`src/rtl/mux_scan_sequencer.sv`:
```
// Scan sequencer for a dual 4-to-1 mux with active-low strobes.
// Steps the select through all four indices and assembles the Y1/Y2 samples into two words.
module mux_scan_sequencer #(
    parameter int SETTLE = 2
) (
    input  logic       clk,
    input  logic       rst_n,
    input  logic       start,
    input  logic       en1,
    input  logic       en2,
    input  logic       Y1,
    input  logic       Y2,
    output logic [1:0] A,
    output logic       S1_n,
    output logic       S2_n,
    output logic       busy,
    output logic       done,
    output logic [3:0] word1,
    output logic [3:0] word2
);

    typedef enum logic [1:0] {
        ST_IDLE = 2'd0,
        ST_SCAN = 2'd1,
        ST_DONE = 2'd2
    } state_t;

    localparam logic [3:0] CNT_LAST = 4'(SETTLE - 1);

    state_t     state_q, state_d;
    logic [1:0] idx_q, idx_d;
    logic [3:0] cnt_q, cnt_d;
    logic       ch1_on_q, ch1_on_d;
    logic       ch2_on_q, ch2_on_d;
    logic [3:0] shadow1_q, shadow1_d;
    logic [3:0] shadow2_q, shadow2_d;
    logic [3:0] word1_q, word1_d;
    logic [3:0] word2_q, word2_d;

    logic sample_now;
    assign sample_now = (state_q == ST_SCAN) && (cnt_q == CNT_LAST);

    always_ff @(posedge clk or negedge rst_n) begin
        if (!rst_n) begin
            state_q <= ST_IDLE;
        end else begin
            state_q <= state_d;
        end
    end

    always_comb begin
        state_d = state_q;
        case (state_q)
            ST_IDLE: if (start) state_d = ST_SCAN;
            ST_SCAN: if (sample_now && (idx_q == 2'd3)) state_d = ST_DONE;
            ST_DONE: state_d = ST_IDLE;
            default: state_d = ST_IDLE;
        endcase
    end

    always_comb begin
        A    = 2'd0;
        S1_n = 1'b1;
        S2_n = 1'b1;
        busy = 1'b0;
        done = 1'b0;
        case (state_q)
            ST_SCAN: begin
                A    = idx_q;
                S1_n = ~ch1_on_q;
                S2_n = ~ch2_on_q;
                busy = 1'b1;
            end
            ST_DONE: done = 1'b1;
            default: ;
        endcase
    end

    // Datapath next-state: the final sample is merged into the words on the same edge that enters DONE.
    always_comb begin
        idx_d     = idx_q;
        cnt_d     = cnt_q;
        ch1_on_d  = ch1_on_q;
        ch2_on_d  = ch2_on_q;
        shadow1_d = shadow1_q;
        shadow2_d = shadow2_q;
        word1_d   = word1_q;
        word2_d   = word2_q;
        case (state_q)
            ST_IDLE: begin
                if (start) begin
                    ch1_on_d  = en1;
                    ch2_on_d  = en2;
                    idx_d     = 2'd0;
                    cnt_d     = 4'd0;
                    shadow1_d = 4'd0;
                    shadow2_d = 4'd0;
                end
            end
            ST_SCAN: begin
                if (sample_now) begin
                    shadow1_d[idx_q] = Y1;
                    shadow2_d[idx_q] = Y2;
                    cnt_d            = 4'd0;
                    if (idx_q == 2'd3) begin
                        word1_d = shadow1_d;
                        word2_d = shadow2_d;
                    end else begin
                        idx_d = idx_q + 2'd1;
                    end
                end else begin
                    cnt_d = cnt_q + 4'd1;
                end
            end
            default: ;
        endcase
    end

    always_ff @(posedge clk or negedge rst_n) begin
        if (!rst_n) begin
            idx_q     <= 2'd0;
            cnt_q     <= 4'd0;
            ch1_on_q  <= 1'b0;
            ch2_on_q  <= 1'b0;
            shadow1_q <= 4'd0;
            shadow2_q <= 4'd0;
            word1_q   <= 4'd0;
            word2_q   <= 4'd0;
        end else begin
            idx_q     <= idx_d;
            cnt_q     <= cnt_d;
            ch1_on_q  <= ch1_on_d;
            ch2_on_q  <= ch2_on_d;
            shadow1_q <= shadow1_d;
            shadow2_q <= shadow2_d;
            word1_q   <= word1_d;
            word2_q   <= word2_d;
        end
    end

    assign word1 = word1_q;
    assign word2 = word2_q;

endmodule

```
`config.mk`:
```
export PLATFORM = sky130hd
export DESIGN_NAME = mux_scan_sequencer
export DESIGN_NICKNAME = d
export VERILOG_FILES = /design/src/rtl/mux_scan_sequencer.sv
export SDC_FILE = /design/constraint.sdc
export NUM_CORES = 1
export LEC_CHECK = 0
export CAP_MARGIN = 25
export CORE_MARGIN = 4
export CORE_UTILIZATION = 39
export DETAILED_ROUTE_END_ITERATION = 8
export GPL_ROUTABILITY_DRIVEN = 0
export PLACE_DENSITY = 0.68
export SYNTH_ARGS = -nofsm -noshare
export SYNTH_HDL_FRONTEND = slang
export SYNTH_SLANG_ARGS = --single-unit
```
`constraint.sdc`:
```
create_clock -name clk -period 2.4 [get_ports clk]
set_input_delay 0.48 -clock clk [delete_from_list [all_inputs] [get_ports clk]]
set_output_delay 0.48 -clock clk [all_outputs]
set_load 0.005 [all_outputs]
```
# == After elaboration in Yosys (flattened, before gate mapping) ==
# Index checks and enable logic that the tools add are counted.
# op_classes
n_eq_ne,8
muxes,23
addsub,2
bitwise,2
reduce_logical,11
n_lt_le_gt_ge,2
# ops
operator,n
$pmux W4 S2,3
$mux W4,4
$mux W2,6
$bwmux W4,2
$pmux W2 S2,2
$ne A2 B2 Y1 const B,3
$reduce_and A2 Y1,3
$reduce_and A3 Y1,2
$mux W1,5
$add A4 B1 Y4 const B,1
$eq A2 B2 Y1 const B,2
$eq A4 B1 Y1 const B,1
$reduce_and A4 Y1,1
$logic_and A1 B1 Y1,3
$lt A2 B3 Y1 const B,1
$add A2 B1 Y2 const B,1
$demux W1 S2,1
$eq A2 B1 Y1 const B,1
$ge A2 B1 Y1 const B,1
$logic_not A2 Y1,1
$ne A2 B1 Y1 const B,1
$not A1 Y1,2
$reduce_bool A2 Y1,1
# totals
elab_cells,57
reg_bits,26

# == Depth between registers and ports, before layout ==
# Gate-level depths: netlist of run 1.
# depth
word_depth,7
ltp_mapped,6
ltp_nobuf,6

# == Worst setup path after synthesis of run 1 ==
# OpenSTA, ideal clock, no wires.
# synth_timing
kind,register -> output
startpoint,register state_q[1]
endpoint,output port S1_n
slack_ns,0.950
path_stages_with_launch,5
n_path_buf,1
t_required_ns,1.920
t_arrival_ns,0.970
path_cell_list,dfrtp_1 > nand2b_2 > inv_2 > buf_2 > nand2_1
# synth_via
elab_chain_cells,2
# synth_rtl
element,line_no,rtl
start: declaration,30,"state_t state_q, state_d;"
start signal: assignment,47,state_q <= state_d;
$eq A2 B1 Y1,67,case (state_q)
$mux W1,67,
end: declaration,14,"output logic S1_n,"
# No other way between the ends.

# == Worst setup path after layout of run 1 ==
# layout_timing
startpoint,register state_q[1]
endpoint,output port busy
# layout_via
elab_chain_cells,2
# layout_rtl
element,line_no,rtl
$eq A2 B1 Y1,67,
$mux W1,67,
end: declaration,16,"output logic busy,"
# No other way between the ends.

==> results of run 1 <==
## power groups by stage
stage | logic (uW) | registers, uW | clock network (uW)
after global placement | 889 | 729 | 0
after floorplan | 544 | 714 | 0
after global routing | 1000 | 758 | 243
after CTS | 909 | 727 | 218
final | 897 | 725 | 208
after detailed placement | 906 | 735 | 0
## through the flow
step	util (%)	hold WS, ns	setup WS, ns
2_1_floorplan	-	0.1844	0.9500
3_3_place_gp	50.35	0.4779	0.5134
3_5_place_dp	50.35	0.4870	0.5000
4_1_cts	51.62	0.5151	0.1327
5_1_grt	51.62	0.5104	0.01126
6_report	51.62	0.5090	0.1361
## cell usage in the layout (no fill, tap or decap), drive strengths merged, types with 2 or more instances in the layout
cell type and n:
a21oi 6, nand2 14, buf 2, dfrtp 24
o21ai 4, nor2 2, a31oi 6, nor2b 2
clkbuf 4, mux2 4, or3b 3, nand3 7
inv 9, ha 6, mux2i 13, clkdlybuf4s50 20
## cells by family (layout without fill, tap and decap cells)
logic type | after synthesis | after routing
buf+inv | 13 | 35
flops | 24 | 24
mux | 17 | 17
simple gates | 33 | 33
fa+ha+maj | 6 | 6
compound gates | 19 | 19
## path summary, 6_finish.rpt
kind / startpoint / to / slack (ns) / cells after the start
max: state_q[1] / busy / 0.14 / 3
min: rst_n / ch2_on_q / 0.51 / 2
max reg2reg: cnt_q[0] / cnt_q[3] / 0.76 / 5
min reg2reg: word1[3] / word1[3] / 0.51 / 1
max in group asynchronous: rst_n / word2[3] / 1.65 / 2
min in group clk: word1[3] / word1[3] / 0.51 / 1
## layout make-up
| class | count | area [um2] |
|---|---|---|
| inverters | 9 | 33.78 |
| clock buffers | 4 | 36.28 |
| fillers | 279 | 1380 |
| flip-flops and latches | 24 | 600.6 |
| well taps | 31 | 38.79 |
| repair buffers | 22 | 215.2 |
| multi-input cells | 75 | 548.0 |
## synth_stat cells, drive strengths merged
cell type,number
a21oi,6
a22o,1
a31oi,6
buf,3
clkbuf,1
dfrtp,24
ha,6
inv,9
mux2,4
mux2i,13
nand2,14
nand2b,1
nand3,7
nand4,1
nor2,2
nor2b,2
nor3,1
nor3b,1
o21ai,4
o21bai,1
o22ai,1
or3b,3
or4,1
## registers in the layout (all words and copies together), names as in the netlist
register	count
word1	4
state_q	2
shadow1_q	3
shadow2_q	3
ch2_on_q	1
idx_q	2
word2	4
ch1_on_q	1
cnt_q	4
## per-layer routing
metal	GRT usage [%]	vias up	part of all wire [%]
met3	5.506	2	6.2
met2	21.38	22	48
met1	16.28	428	46
li1	-	430	-
met5	0	-	0
met4	2.156	0	0.59
==> results.sh, run 1 <==
export IMPL_status="finished, final reports clean"
export IMPL_rsz0062_at_grt="false"
export IMPL_grt_usage_pct=13.08
export IMPL_path_max_fanout=16
export IMPL_htreeDepth=1
export IMPL_cellPowerDensity_mw_per_mm2=1242
export IMPL_p_int_uw=1165
export IMPL_worst_slew_pin_slew_ns=0.3386
export IMPL_diodes=0
export IMPL_clk_latency_ns=0.31
export IMPL_synth_simple_area_share_pct=15.23
export IMPL_ys_seq_area_share_pct=49.74
export IMPL_nets=148
export IMPL_path_buf_inv=2
export IMPL_fin_setup_tns_ns=0
export IMPL_rows=19
export IMPL_grt_antenna_before_repair=0
export IMPL_yosysTopAreaCell="dfrtp_1"
export IMPL_core_area_mm2=0.002853
export IMPL_io_pins=21
export IMPL_synth_xor_area_share_pct=0
export IMPL_final_cells=165
export IMPL_wl_per_cell_um=14.35
export IMPL_finClkSkew_ns=0.005823
export IMPL_synth_compound_area_share_pct=9.119
export IMPL_die_w_um=63.64
export IMPL_initial_core_util_pct=42.32
export IMPL_drt_pass1_iterations=4
export IMPL_syn_nets=125
export IMPL_ctsHoldBuffers=0
export IMPL_yosys_warnings=0
export IMPL_io_buffers=20
export IMPL_place_area_mm2=0.001436
export IMPL_pwr_share_seq_pct=39.6
export IMPL_crit_required_ns=1.92
export IMPL_routed_wl_mm=2.368
export IMPL_avgViaCountPerCell=5.345
export IMPL_post_route_min_period_ns=2.264
export IMPL_netlist_area_leader_share_pct=49.74
export IMPL_maxCapViolations=0
export IMPL_swShare_pct=36.32
export IMPL_drt_iter0_drc=30
export IMPL_cp_start_kind="flop"
export IMPL_period_share_pct=94.33
export IMPL_total_power_uw=1830
export IMPL_drive_gt1_share_pct=10.45
export IMPL_arrival_ns=1.78
export IMPL_dieArea_mm2=0.004050
export IMPL_power_switching_uw=664.4
export IMPL_cts_setup_buffers=0
export IMPL_power_frac_comb_pct=49.0
export IMPL_crit_slowest_cell="clkdlybuf4s50_1"
export IMPL_power_leakage_uw=0.0006978
export IMPL_netlist_instances=112
export IMPL_synth_area_mm2=0.001207
export IMPL_tritoncts="yes"
export IMPL_grt_pass1_vias=950
export IMPL_synthTopCellsByArea="dfrtp_1, mux2i_1, ha_1, nand2_1, a31oi_1"
export IMPL_path_class="reg2out"
export IMPL_post_place_cells=161
export IMPL_grt_pass1_wl_mm=4.250
export IMPL_final_cell_area_mm2=0.001473
export IMPL_area_delta_synth_final_pct=21.97
export IMPL_clock_path_buffers=2
export IMPL_finalSetupViolCount=0
export IMPL_cts_buffers=3
export IMPL_cts_sinks=24
export IMPL_ys_seq_elements=24
export IMPL_final_antenna_net_count=0
export IMPL_slowest_delay_ns=0.56
export IMPL_fmax_mhz=441.7
export IMPL_avgSynthCellArea_um2=10.78
export IMPL_die_h_um=63.64
export IMPL_ir_worst_vdd_v=0.0005907
export IMPL_critPathTopFamily="buffers and inverters"
export IMPL_yosys_area_share_adder_pct=6.218
export IMPL_yosysUniqueCellTypes=27
export IMPL_hpwl_mm=1.767
export IMPL_drc_errors=0
export IMPL_p_clk_share_pct=11.4
export IMPL_hold_viol=0
export IMPL_cts_resized_gates=0
export IMPL_min_path_type="in2async"
export IMPL_critical_path_cell_chain="nand2b_2, inv_2, clkdlybuf4s50_1"
export IMPL_grt_max_degree=25
export IMPL_end_kind="primary output"
export IMPL_root_buffer="clkbuf_4"
export IMPL_relSlewSlack_pct=77.43
export IMPL_slew_viol_final=0
export IMPL_muxShareOfSynthArea_pct=14.82
export IMPL_clk_pin_slew_ns=0.13
export IMPL_synth_top_family_by_area="simple AND/OR/NAND/NOR gates"
export IMPL_vias=882
export IMPL_grt_overflow=0
No activity file was read; power rests on OpenSTA's default activity.
==> inputs of run 2 (changes only) <==
--- a/config.mk
+++ b/config.mk
@@ -5,7 +5,7 @@
 export SDC_FILE = /design/constraint.sdc
 export NUM_CORES = 1
 export LEC_CHECK = 0
-export CAP_MARGIN = 25
+export CAP_MARGIN = 20
 export CORE_MARGIN = 4
 export CORE_UTILIZATION = 39
 export DETAILED_ROUTE_END_ITERATION = 8
==> results of run 2 <==
Final layout, timing and power as in run 1 (identical DEF).
